<file path="config.mk">
export PLATFORM = sky130hd
export DESIGN_NAME = ser_multi_flat
export DESIGN_NICKNAME = d
export VERILOG_FILES = /design/src/rtl/ser_multi_if.sv /design/src/rtl/ser_multi.sv /design/src/flat_wrapper.sv
export SDC_FILE = /design/constraint.sdc
export NUM_CORES = 1
export LEC_CHECK = 0
export ABC_AREA = 1
export CAP_MARGIN = 30
export CORE_UTILIZATION = 47
export DETAILED_ROUTE_END_ITERATION = 10
export GPL_TIMING_DRIVEN = 0
export PLACE_DENSITY = 0.72
export SYNTH_ARGS = -nofsm -noshare
export SYNTH_HDL_FRONTEND = slang
export SYNTH_SLANG_ARGS = --single-unit
</file>
<file path="constraint.sdc">
create_clock -name clk_i -period 2.2 [get_ports clk_i]
set_input_delay 0.33 -clock clk_i [delete_from_list [all_inputs] [get_ports clk_i]]
set_output_delay 0.33 -clock clk_i [all_outputs]
set_load 0.02 [all_outputs]
</file>
<file path="src/rtl/ser_multi_if.sv">
//==============================================================================
// ser_multi_if - handshake and serial-output bundle for ser_multi (rev 1.0)
//==============================================================================
`default_nettype none

interface ser_multi_if #(
  parameter int unsigned WIDTH    = 10,
  parameter int unsigned CHANNELS = 3
);
  logic                      enable_i;
  logic [CHANNELS*WIDTH-1:0] d_i;
  logic                      valid_i;
  logic                      ready_o;
  logic [CHANNELS-1:0]       ser_o;
  logic                      word_o;
  logic                      underflow_o;

  modport master (
    output enable_i, d_i, valid_i,
    input  ready_o, ser_o, word_o, underflow_o
  );

  modport slave (
    input  enable_i, d_i, valid_i,
    output ready_o, ser_o, word_o, underflow_o
  );
endinterface

`default_nettype wire

</file>
<file path="src/rtl/ser_multi.sv">
//==============================================================================
// ser_multi - lockstep multi-lane parallel-to-serial converter with idle fill (rev 1.0)
//==============================================================================
`default_nettype none

module ser_multi #(
  parameter int unsigned      WIDTH     = 10,
  parameter int unsigned      CHANNELS  = 3,
  parameter bit               LSB_FIRST = 1'b1,
  parameter logic [WIDTH-1:0] IDLE_WORD = WIDTH'(10'b1101010100)
) (
  input  logic        clk_i,
  input  logic        rst_ni,
  ser_multi_if.slave  bus
);

  localparam int unsigned      CNT_W    = (WIDTH > 1) ? $clog2(WIDTH) : 1;
  localparam logic [CNT_W-1:0] CNT_LAST = CNT_W'(WIDTH - 1);

  logic [CNT_W-1:0]                cnt;
  logic                            load_slot;
  logic                            full;
  logic [CHANNELS*WIDTH-1:0]       hold;
  logic [CHANNELS-1:0][WIDTH-1:0]  sreg;
  logic [CHANNELS-1:0][WIDTH-1:0]  sreg_shift;
  logic [CHANNELS-1:0]             ser;
  logic                            word_q;
  logic                            underflow_q;

  assign load_slot       = bus.enable_i && (cnt == CNT_LAST);
  assign bus.ready_o     = !full;
  assign bus.ser_o       = ser;
  assign bus.word_o      = word_q;
  assign bus.underflow_o = underflow_q;

  always_ff @(posedge clk_i or negedge rst_ni) begin
    if (!rst_ni) begin
      cnt <= '0;
    end else if (bus.enable_i) begin
      cnt <= load_slot ? '0 : cnt + CNT_W'(1);
    end
  end

  // Drain takes priority; ready is low while full, so no accept can collide.
  always_ff @(posedge clk_i or negedge rst_ni) begin
    if (!rst_ni) begin
      full <= 1'b0;
      hold <= '0;
    end else if (load_slot && full) begin
      full <= 1'b0;
    end else if (bus.valid_i && !full) begin
      full <= 1'b1;
      hold <= bus.d_i;
    end
  end

  // Pulses follow the load decision; a frozen cycle has no load slot, so they drop.
  always_ff @(posedge clk_i or negedge rst_ni) begin
    if (!rst_ni) begin
      word_q      <= 1'b0;
      underflow_q <= 1'b0;
    end else begin
      word_q      <= load_slot;
      underflow_q <= load_slot && !full;
    end
  end

  always_ff @(posedge clk_i or negedge rst_ni) begin
    if (!rst_ni) begin
      sreg <= '0;
    end else if (load_slot) begin
      for (int k = 0; k < int'(CHANNELS); k++) begin
        sreg[k] <= full ? hold[k*WIDTH +: WIDTH] : IDLE_WORD;
      end
    end else if (bus.enable_i) begin
      sreg <= sreg_shift;
    end
  end

  generate
    for (genvar k = 0; k < int'(CHANNELS); k++) begin : g_lane
      if (LSB_FIRST) begin : g_lsb
        assign sreg_shift[k] = {1'b0, sreg[k][WIDTH-1:1]};
        assign ser[k]        = sreg[k][0];
      end else begin : g_msb
        assign sreg_shift[k] = {sreg[k][WIDTH-2:0], 1'b0};
        assign ser[k]        = sreg[k][WIDTH-1];
      end
    end
  endgenerate

endmodule

`default_nettype wire
</file>
<file path="src/flat_wrapper.sv">
// flat-port wrapper written by rule: the top's interface ports become plain ports
module ser_multi_flat 
#(
  parameter int unsigned      WIDTH     = 10,
  parameter int unsigned      CHANNELS  = 3,
  parameter bit               LSB_FIRST = 1'b1,
  parameter logic [WIDTH-1:0] IDLE_WORD = WIDTH'(10'b1101010100)
)
  (clk_i, rst_ni, bus_enable_i, bus_d_i, bus_valid_i, bus_ready_o, bus_ser_o, bus_word_o, bus_underflow_o);
  ser_multi_if #(.WIDTH(WIDTH), .CHANNELS(CHANNELS)) bus_i ();
  input  logic clk_i;
  input  logic rst_ni;
  input wire logic [$bits(bus_i.enable_i)-1:0] bus_enable_i;
  input wire logic [$bits(bus_i.d_i)-1:0] bus_d_i;
  input wire logic [$bits(bus_i.valid_i)-1:0] bus_valid_i;
  output wire logic [$bits(bus_i.ready_o)-1:0] bus_ready_o;
  output wire logic [$bits(bus_i.ser_o)-1:0] bus_ser_o;
  output wire logic [$bits(bus_i.word_o)-1:0] bus_word_o;
  output wire logic [$bits(bus_i.underflow_o)-1:0] bus_underflow_o;
  assign bus_i.enable_i = bus_enable_i;
  assign bus_i.d_i = bus_d_i;
  assign bus_i.valid_i = bus_valid_i;
  assign bus_ready_o = bus_i.ready_o;
  assign bus_ser_o = bus_i.ser_o;
  assign bus_word_o = bus_i.word_o;
  assign bus_underflow_o = bus_i.underflow_o;
  ser_multi #(.WIDTH(WIDTH), .CHANNELS(CHANNELS), .LSB_FIRST(LSB_FIRST), .IDLE_WORD(IDLE_WORD)) u_core (.clk_i(clk_i), .rst_ni(rst_ni), .bus(bus_i));
endmodule
</file>
==> flow_metrics.py, run 1 <==
metrics = {
    "detailed_routing": {
        "drtIter0Drc": 235,
        "via_per_inst": 4.99,
        "antenna_left": 0,
        "wirelength_um": 6940,
        "post-route-drc-count": 0,
        "avgRoutedWirePerCell_um": 12.8,
        "vias": 2696,
        "first_pass_iters": 6,
    },
    "power_and_ir_drop": {
        "switching_share_pct": 36.7,
        "p_seq_share_pct": 44.6,
        "pwr-share-clk_pct": 21.4,
        "combPwrFrac_pct": 34.1,
        "p_total_w": 0.00463,
        "powerDensity_nw_per_um2": 1200,
        "power.internal_w": 0.00293,
        "ir_drop_v": 0.000674,
        "p_switching_w": 0.00170,
        "p_leak_nw": 2.03,
    },
    "timing": {
        "worstMarginPinSlew_ps": 836,
        "tns_ps": 0,
        "slew_headroom_pct": 44.3,
        "clock.fmax_mhz": 500,
        "grt_setup_unrepaired": "false",
        "hold_viol": 0,
        "fin_skew_ps": 5.82,
        "slew_viol_final": 0,
        "timing.final.crit_share_pct": 90.8,
        "setup_viol": 0,
        "holdWs_ps": 82.2,
        "period_minus_slack_ps": 2000,
    },
    "logic_synthesis": {
        "syn_area_per_cell_um2": 7.81,
        "synthCells": 411,
        "syn-cell-area_um2": 3210,
        "ys_ff_latch": 67,
        "yosysWarningCount": 0,
        "synth_seq_area_share_pct": 52.2,
        "synth_nets": 447,
        "ys_types": 19,
    },
    "worst_setup_path": {
        "worstPathArrival_ps": 1670,
        "path_max_fanout": 10,
        "critPathKind": "reg2out",
        "start_kind": "flip-flop",
        "cp-end-kind": "output pin",
        "cp.required_ps": 1870,
    },
    "grt": {
        "grt_pass1_wl_um": 12100,
        "antenna_found_initial": 0,
        "grt_usage_pct": 22.0,
        "grt_remaining_overflow": 0,
        "grt_pass1_vias": 2610,
        "grt_max_degree": 68,
    },
    "place": {
        "place_area_um2": 3690,
        "gp_congestion": 0.782,
        "hpwl_um": 4820,
        "portBuffers": 38,
    },
    "flow_run": {
        "drv_cap": 0,
    },
    "floorplan": {
        "start_util_pct": 49.7,
        "die_height_um": 84.7,
        "num_io_pins": 40,
        "die_area_um2": 7170,
        "die_w_um": 84.7,
        "core_area_um2": 6460,
        "row_count": 29,
    },
    "clock_tree": {
        "path_clk_slew_ps": 70,
        "post_cts_buffers": 0,
        "htree_levels": 3,
        "clk_latency_ps": 350,
        "cts_tree": "built",
        "root_buffer": "clkbuf_8",
        "postCtsHoldBufs": 0,
        "cts.sinks": 67,
        "cts_buffer_depth": 2,
        "cts_buffers": 9,
    },
    "final_layout": {
        "fin_nets": 496,
        "drive_above_1_share_pct": 8.86,
        "nFillCells": 594,
        "design_area_um2": 3870,
        "final_common_cell": "nand2_1",
        "diodes": 0,
        "syn_to_final_growth_pct": 20.4,
        "mostFrequentLayoutCells": "nand2_1 (175), dfrtp_1 (67), nand3_1 (61)",
        "final_util_pct": 59.9,
    },
    "status": {
        "status": "finished, final reports clean",
    },
    "hold_path": {
        "hold_path_class": "in2async",
    },
}
## power by group through the flow
stage,registers (W),logic [W],clock network (W)
after floorplan,0.00199,0.00120,0
after global placement,0.00207,0.00154,0
after detailed placement,0.00208,0.00160,0
after CTS,0.00206,0.00160,0.00100
after global routing,0.00212,0.00183,0.00107
final,0.00207,0.00158,0.000989
## repair_timing
| item | CTS | global route |
|---|---|---|
| endpoints found under the hold margin | 0 | 0 |
| gates resized for setup | 1 | 0 |
| endpoints found under the setup margin | 1 | 0 |
## routing by layer
| metal | track usage, % | vias up | part of all wire [%] |
|---|---|---|---|
| met5 | 0 | - | 0 |
| met4 | 12.3 | 0 | 2.2 |
| met3 | 3.74 | 14 | 5.4 |
| met2 | 34.1 | 78 | 45 |
| met1 | 29.5 | 1238 | 48 |
| li1 | - | 1366 | - |
## layout make-up
type	instances	area [um^2]	area share (%)
clock inverters	3	40.0	1.04
plain buffers	28	169	4.37
inverters	34	138	3.56
clock buffers	11	141	3.66
multi-input cells	282	1230	31.8
repair buffers	38	377	9.74
well taps	77	96.3	2.49
flip-flops and latches	67	1680	43.4
## cells in the mapped netlist
cell,count,area share (%)
buf_1,4,0.47
nor2_1,18,2.1
nor3b_2,1,0.39
nor2_8,1,0.62
buf_4,10,2.3
dfrtp_1,67,52
a21oi_1,13,2.0
ha_1,2,0.78
nand2_4,1,0.35
o21ai_0,6,0.93
inv_6,2,0.55
nand2_8,1,0.62
inv_1,32,3.7
nand2_1,175,20
o21ai_1,3,0.47
clkbuf_1,3,0.35
nand3_1,61,9.5
buf_6,2,0.70
buf_2,9,1.4
## cell families after synthesis
family	count (synthesis)	synth area share, %
AOI/OAI and AO/OA	22	3.43
DFF	67	52.2
adders and majority gates	2	0.779
buffers and inverters	62	9.54
and+or+nand+nor	258	34.0
## per-stage QoR
stage                     setup WS, ps  std cells
after floorplan                    848        411
final                              201        540
after detailed placement           288        526
after CTS                          175        540
after global routing               125        540
after global placement           -1420        526
## worst max-delay path, cell delays in order, from the launching register on
cell and delay (ps):
dfrtp_1 360, buf_2 170, inv_1 100, buf_4 170, buf_4 180, dlygate4sd2_1 340
## registers in the layout (all words and copies together) (netlist names)
signal,cells
u_core.bus.underflow_o,1
u_core.cnt,4
u_core.hold,30
u_core.sreg,27
u_core.bus.word_o,1
u_core.bus.ser_o,3
u_core.full,1
## path summary, 6_finish.rpt
check	startpoint	to	slack, ps	depth (start not counted)
setup / recovery	u_core.full	bus_ready_o	200	5
hold / removal	rst_ni	u_core.hold[6]	80	1
setup reg to reg	u_core.cnt[1]	u_core.sreg[2]	620	10
hold reg to reg	u_core.hold[9]	u_core.hold[9]	470	2
max in group asynchronous	rst_ni	u_core.hold[16]	1570	1
min in group clk_i	bus_enable_i	u_core.cnt[2]	300	3
(Power assumes the default switching activity.)
==> run 2, diff against run 1 <==
--- a/config.mk
+++ b/config.mk
@@ -11,6 +11,7 @@
 export DETAILED_ROUTE_END_ITERATION = 10
 export GPL_TIMING_DRIVEN = 0
 export PLACE_DENSITY = 0.72
+export SLEW_MARGIN = 5
 export SYNTH_ARGS = -nofsm -noshare
 export SYNTH_HDL_FRONTEND = slang
 export SYNTH_SLANG_ARGS = --single-unit
==> constraint.sdc (replaced) <==
create_clock -name clk_i -period 2.1 [get_ports clk_i]
set_input_delay 0.315 -clock clk_i [delete_from_list [all_inputs] [get_ports clk_i]]
set_output_delay 0.315 -clock clk_i [all_outputs]
set_load 0.02 [all_outputs]
==> results of run 2 <==
The final DEF is identical to that of run 1. Status: finished, final reports clean.
Among the figures that moved: setup slack after placement 288 ps -> 203 ps; setup slack after layout 201 ps -> 116 ps; hold slack 82.2 ps -> 67.2 ps; register-to-register setup slack 620 ps -> 520 ps; total power 0.00463 W -> 0.00485 W; worst IR drop on VDD 0.000674 V -> 0.000706 V
